<file path="src/rtl/if_line_buffer.sv">
// Instruction-fetch line buffer: serves 32-bit fetches from one cached 128-bit line and refills it on a miss.
// Hit latency 1 cycle, miss latency 1 cycle after rom_done; a flushed read is drained but never delivered.
module if_line_buffer #(
    parameter int ADDR_W = 32,
    parameter int LINE_W = 128,
    parameter int INST_W = 32
) (
    input  logic              clk,
    input  logic              rst,
    input  logic              pc_req_i,
    input  logic [ADDR_W-1:0] pc_i,
    input  logic              flush_i,
    input  logic              inv_i,
    output logic              inst_valid_o,
    output logic [INST_W-1:0] inst_o,
    output logic [ADDR_W-1:0] inst_pc_o,
    output logic              rom_read_o,
    output logic [ADDR_W-1:0] rom_addr_o,
    input  logic [LINE_W-1:0] rom_data_i,
    input  logic              rom_done_i
);
    localparam int TAG_W = ADDR_W - 4;

    typedef enum logic [1:0] {IDLE, FETCH, DISCARD} state_t;

    state_t            state, state_nxt;
    logic              line_valid, line_valid_nxt;
    logic              no_fill, no_fill_nxt;
    logic [TAG_W-1:0]  line_tag, line_tag_nxt;
    logic [LINE_W-1:0] line_data, line_data_nxt;
    logic [ADDR_W-1:0] pend_pc, pend_pc_nxt;
    logic              rom_read_nxt;
    logic [ADDR_W-1:0] rom_addr_nxt;
    logic              inst_valid_nxt;
    logic [INST_W-1:0] inst_nxt;
    logic [ADDR_W-1:0] inst_pc_nxt;
    logic              hit;

    function automatic logic [INST_W-1:0] sel_word(input logic [LINE_W-1:0] line,
                                                   input logic [1:0] idx);
        logic [INST_W-1:0] w;
        case (idx)
            2'd0:    w = line[0*INST_W +: INST_W];
            2'd1:    w = line[1*INST_W +: INST_W];
            2'd2:    w = line[2*INST_W +: INST_W];
            default: w = line[3*INST_W +: INST_W];
        endcase
        return w;
    endfunction

    // A same-cycle fence.i turns a would-be hit into a miss.
    assign hit = line_valid && (line_tag == pc_i[ADDR_W-1:4]) && !inv_i;

    always_comb begin
        state_nxt      = state;
        line_valid_nxt = line_valid;
        no_fill_nxt    = no_fill;
        line_tag_nxt   = line_tag;
        line_data_nxt  = line_data;
        pend_pc_nxt    = pend_pc;
        rom_read_nxt   = rom_read_o;
        rom_addr_nxt   = rom_addr_o;
        inst_valid_nxt = 1'b0;
        inst_nxt       = inst_o;
        inst_pc_nxt    = inst_pc_o;

        if (inv_i) begin
            line_valid_nxt = 1'b0;
        end

        case (state)
            IDLE: begin
                no_fill_nxt = 1'b0;
                if (pc_req_i && !flush_i) begin
                    if (hit) begin
                        inst_valid_nxt = 1'b1;
                        inst_nxt       = sel_word(line_data, pc_i[3:2]);
                        inst_pc_nxt    = pc_i;
                    end else begin
                        pend_pc_nxt  = pc_i;
                        rom_read_nxt = 1'b1;
                        rom_addr_nxt = {pc_i[ADDR_W-1:4], 4'b0000};
                        state_nxt    = FETCH;
                    end
                end
            end
            FETCH, DISCARD: begin
                if (rom_done_i) begin
                    rom_read_nxt = 1'b0;
                    if (!no_fill && !inv_i) begin
                        line_valid_nxt = 1'b1;
                        line_tag_nxt   = pend_pc[ADDR_W-1:4];
                        line_data_nxt  = rom_data_i;
                    end
                    if (state == FETCH && !flush_i) begin
                        inst_valid_nxt = 1'b1;
                        inst_nxt       = sel_word(rom_data_i, pend_pc[3:2]);
                        inst_pc_nxt    = pend_pc;
                    end
                    no_fill_nxt = 1'b0;
                    state_nxt   = IDLE;
                end else begin
                    if (inv_i) begin
                        no_fill_nxt = 1'b1;
                    end
                    // The cache cannot abort, so a redirect only marks the read as unwanted.
                    if (state == FETCH && flush_i) begin
                        state_nxt = DISCARD;
                    end
                end
            end
            default: state_nxt = IDLE;
        endcase
    end

    always_ff @(posedge clk or posedge rst) begin
        if (rst) begin
            state <= IDLE;
        end else begin
            state <= state_nxt;
        end
    end

    always_ff @(posedge clk or posedge rst) begin
        if (rst) begin
            line_valid   <= 1'b0;
            no_fill      <= 1'b0;
            line_tag     <= '0;
            line_data    <= '0;
            pend_pc      <= '0;
            rom_read_o   <= 1'b0;
            rom_addr_o   <= '0;
            inst_valid_o <= 1'b0;
            inst_o       <= '0;
            inst_pc_o    <= '0;
        end else begin
            line_valid   <= line_valid_nxt;
            no_fill      <= no_fill_nxt;
            line_tag     <= line_tag_nxt;
            line_data    <= line_data_nxt;
            pend_pc      <= pend_pc_nxt;
            rom_read_o   <= rom_read_nxt;
            rom_addr_o   <= rom_addr_nxt;
            inst_valid_o <= inst_valid_nxt;
            inst_o       <= inst_nxt;
            inst_pc_o    <= inst_pc_nxt;
        end
    end

endmodule

</file>
<file path="config.mk">
export PLATFORM = sky130hd
export DESIGN_NAME = if_line_buffer
export DESIGN_NICKNAME = d
export VERILOG_FILES = /design/src/rtl/if_line_buffer.sv
export SDC_FILE = /design/constraint.sdc
export NUM_CORES = 1
export LEC_CHECK = 0
export ABC_AREA = 1
export CORE_ASPECT_RATIO = 1.25
export CORE_MARGIN = 1
export CORE_UTILIZATION = 52
export DETAILED_ROUTE_END_ITERATION = 16
export MAX_ROUTING_LAYER = met4
export PLACE_DENSITY = 0.83
export SLEW_MARGIN = 20
export SYNTH_ARGS = -nofsm -noshare
export SYNTH_HDL_FRONTEND = slang
export SYNTH_SLANG_ARGS = --single-unit
</file>
<file path="constraint.sdc">
create_clock -name clk -period 11.2 [get_ports clk]
set_clock_uncertainty 0.2 [all_clocks]
set_input_delay 2.8 -clock clk [delete_from_list [all_inputs] [get_ports clk]]
set_output_delay 2.8 -clock clk [all_outputs]
set_load 0.005 [all_outputs]
</file>
==> metrics.txt <==
met3 GRT Util=0.0679; final setup vio count=0; reg2reg setup slack=7.12 ns; fraction of final layout cells with drive strength greater than 1=0.120; FF-to-FF End=inst_pc_o[15]; internal power=around 2.7 mW; crit-path max cell delay=~0.61 ns; Place WS=around 4.5 ns; met2 Use GR=0.492; buffers added on ports=259; Startpoint Class=input port; worst hold path type=reg2reg; WL/cell=between 15 and 20 µm; setup TNS=0 ns; most frequent CP cell=nand2_1; Worst-path clk slew=0.06 ns; Rows=64; Initial Utilization=0.533; part of the power in the clock network=0.191; CTS tree=done; M1 GR Usage=0.378; post-synthesis sequential element count=~260; vias in the first global route=11,700; register area share after synthesis=0.492; crit path max fanout=64; pin count of the biggest net entering global routing=114; PnR worst setup slack=4.96 ns; crit path from=pc_i[29]; Vias/cell=5.72; asr flop ratio synth=1.00; deepest clock path buffer count=3; achievable clock frequency=160 MHz; clock sink count=258; busiest grt layer=met2; area of the mapped netlist=13,100 µm²; WP depth=15; PostCTS Resize Cnt=0; min Tclk post-route=6.24 ns; max-slew violations=0; Worst Setup End Kind=flop; P_leak=7.62 nW; Final nets=1,864; DRC violation total after the first TritonRoute iteration=slightly above 800; global placement routability congestion=0.967; top cell type's share of synthesized area=0.492; all-layer global routing usage=0.314; IO Pins=264; Seq pwr share=0.385; Die ar.=25,900 µm²; worst reg2reg startpoint=state[0]; synth top area cells=dfrtp_1 49%, nand2_1 13%, mux2_2 11%; area of the core=~25,000 µm²; critical-path cell list=clkdlybuf4s50_1 > inv_1 > nand2_1 > nand2_1 > nand3_1 > nor2_1 > nand2_1 > nor2_1 > nand2_2 > nand2_2 > buf_4 > nand2_2 > buf_4 > nand2_1 > nand2_1; grt ovf=0; root buf cell=clkbuf_16; TritonRoute pass-1 iters=5; synthesized instance count=between 1,500 and 2,000; Logic pwr share=0.424; VDD IR max=0.144 mV; arrival time at the worst endpoint=between 6 and 7 ns; die width=144 µm; Die Ht=180 µm; top_reg_cell synth=dfrtp_1; worst reg2reg path depth=12; area leader, netlist=dfrtp_1; post-CTS setup repair buffer count=0; Residual DRC=0; CP Class=in2reg; Post-synth EDFFs=0; Pwr Density=264 nW/µm²; outcome=finished clean; YS warnings=0; Slew @ Worst Pin=approximately 1.1 ns; CP endpoint=inst_pc_o[15]; antenna violations before repair=1; Psw=approximately 1.6 mW; Synth cell types=27; synthesis-to-layout area growth=24.8%; CP required=11.46 ns; Max-Cap Viols=0; hold buffers post-CTS=0; H-Tree Depth=1; Worst slew margin=0.288; global-route wire length before repair=61,300 µm; vias=between 10,000 and 15,000; total wire length=38,700 µm; top-count cell post-synth=nand2_1; Largest delay share family, worst path=simple AND/OR/NAND/NOR gates; cts bufs inserted=26; worst path bufs/invs=4; antenna-violating nets left=0; Slowest-stage cell, CP=buf_4; period utilization=0.557; Sw Ratio=0.380; RSZ-0062 raised after global routing=no; syn_area_per_cell=8.65 µm²; clk_lat worst skew=0.53 ns; Post-synth top cells=462 x nand2_1, 258 x dfrtp_1, 172 x nand3_1, 133 x mux2_2, 89 x o21ai_0; Final Hold Vio Count=0; Post-DP HPWL=25,100 µm
==> power groups by stage <==
stage          logic, mW  registers, mW  clock network (mW)
5_1_grt             2.03           1.71               0.874
4_1_cts             1.83           1.66               0.837
2_1_floorplan       1.24           1.59                   0
3_3_place_gp        1.76           1.65                   0
3_5_place_dp        1.82           1.67                   0
6_report            1.83           1.67               0.825
==> logic make-up (layout without fill, tap and decap cells) <==
logic type                 count (synthesis)  in the layout  share of synthesized area
DFF                                      258            258                      0.492
muxes                                    133            133                      0.114
other                                      1              6                   0.000285
buffers and inverters                    194            386                     0.0738
AOI/OAI and AO/OA                        182            182                     0.0754
xor gates and xnor gates                   7              7                    0.00467
and+or+nand+nor                          740            740                      0.237
adders and majority gates                  3              3                    0.00286
==> layout by cell type (no fill, tap or decap) <==
cell type,n
o21ai_1,4
ha_2,1
nand2_1,461
diode_2,2
xnor2_1,5
nor2_2,6
nand2_8,1
clkinv_2,3
nand2_2,3
inv_8,1
buf_4,18
ha_1,2
a21oi_1,57
clkbuf_1,12
buf_6,1
buf_2,1
xor2_1,2
nand3b_1,1
nor3_1,3
and3_1,2
inv_2,4
o211ai_1,32
inv_1,55
nand3_1,172
clkinv_1,2
dfrtp_2,1
conb_1,4
dfrtp_1,257
o21ai_0,89
clkbuf_8,4
nor2_1,51
nand4_1,39
clkbuf_16,27
nor2_4,1
mux2_2,133
clkdlybuf4s50_1,258
==> registers in the layout, summed over array words and instances (netlist names) <==
signal        flops
pend_pc          31
line_tag         28
line_data       128
rom_addr_o        1
no_fill           1
inst_valid_o      1
rom_read_o        1
line_valid        1
state             2
inst_o           32
inst_pc_o        32
==> worst register-to-register path: cells and delay by family, from the launching register on <==
kind,cells,cell delay [ns]
adder cells (fa/ha/maj),1,1.01
buffers and inverters,4,1.65
flip-flops,1,0.39
AND/OR/NAND/NOR,7,0.76
==> per-stage QoR <==
stage	instance area, µm²	util	hold slack, ns	total power [mW]	instances
global placement	15600	0.632	0.254	3.41	1997
finish	16400	0.665	0.270	4.32	2045
global route	16400	0.665	0.279	4.62	2044
CTS	16400	0.664	0.274	4.33	2043
floorplan	13100	-	0.242	2.83	1521
detailed placement	15600	0.632	0.259	3.49	1997
==> cell type report <==
class | count | area (µm²)
antenna | 2 | 5.00
multi-input combinational | 1069 | 5750
clock inverter | 3 | 15.0
fill | 1986 | 8270
sequential | 258 | 6460
inverter | 62 | 240
tap | 330 | 413
clock buffer | 43 | 776
timing repair buffer | 278 | 2730
==> metal layers <==
layer,vias to the layer above,share of wire,wire (µm)
li1,5389,-,-
met1,5620,0.37,14500
met2,563,0.48,18700
met3,119,0.093,3590
met4,0,0.049,1910
met5,-,0,0
==> worst min-delay path by stage <==
stage	end	from	cells past startpoint	slack, ns
floorplan	pend_pc[0]	pend_pc[0]	2	0.24
global placement	inst_o[22]	inst_o[22]	2	0.25
detailed placement	inst_pc_o[12]	inst_pc_o[12]	2	0.26
CTS	inst_pc_o[12]	inst_pc_o[12]	2	0.27
global route	inst_pc_o[17]	inst_pc_o[17]	2	0.28
finish	inst_pc_o[17]	inst_pc_o[17]	2	0.27
Note: power is estimated with default switching activity, not from simulation.
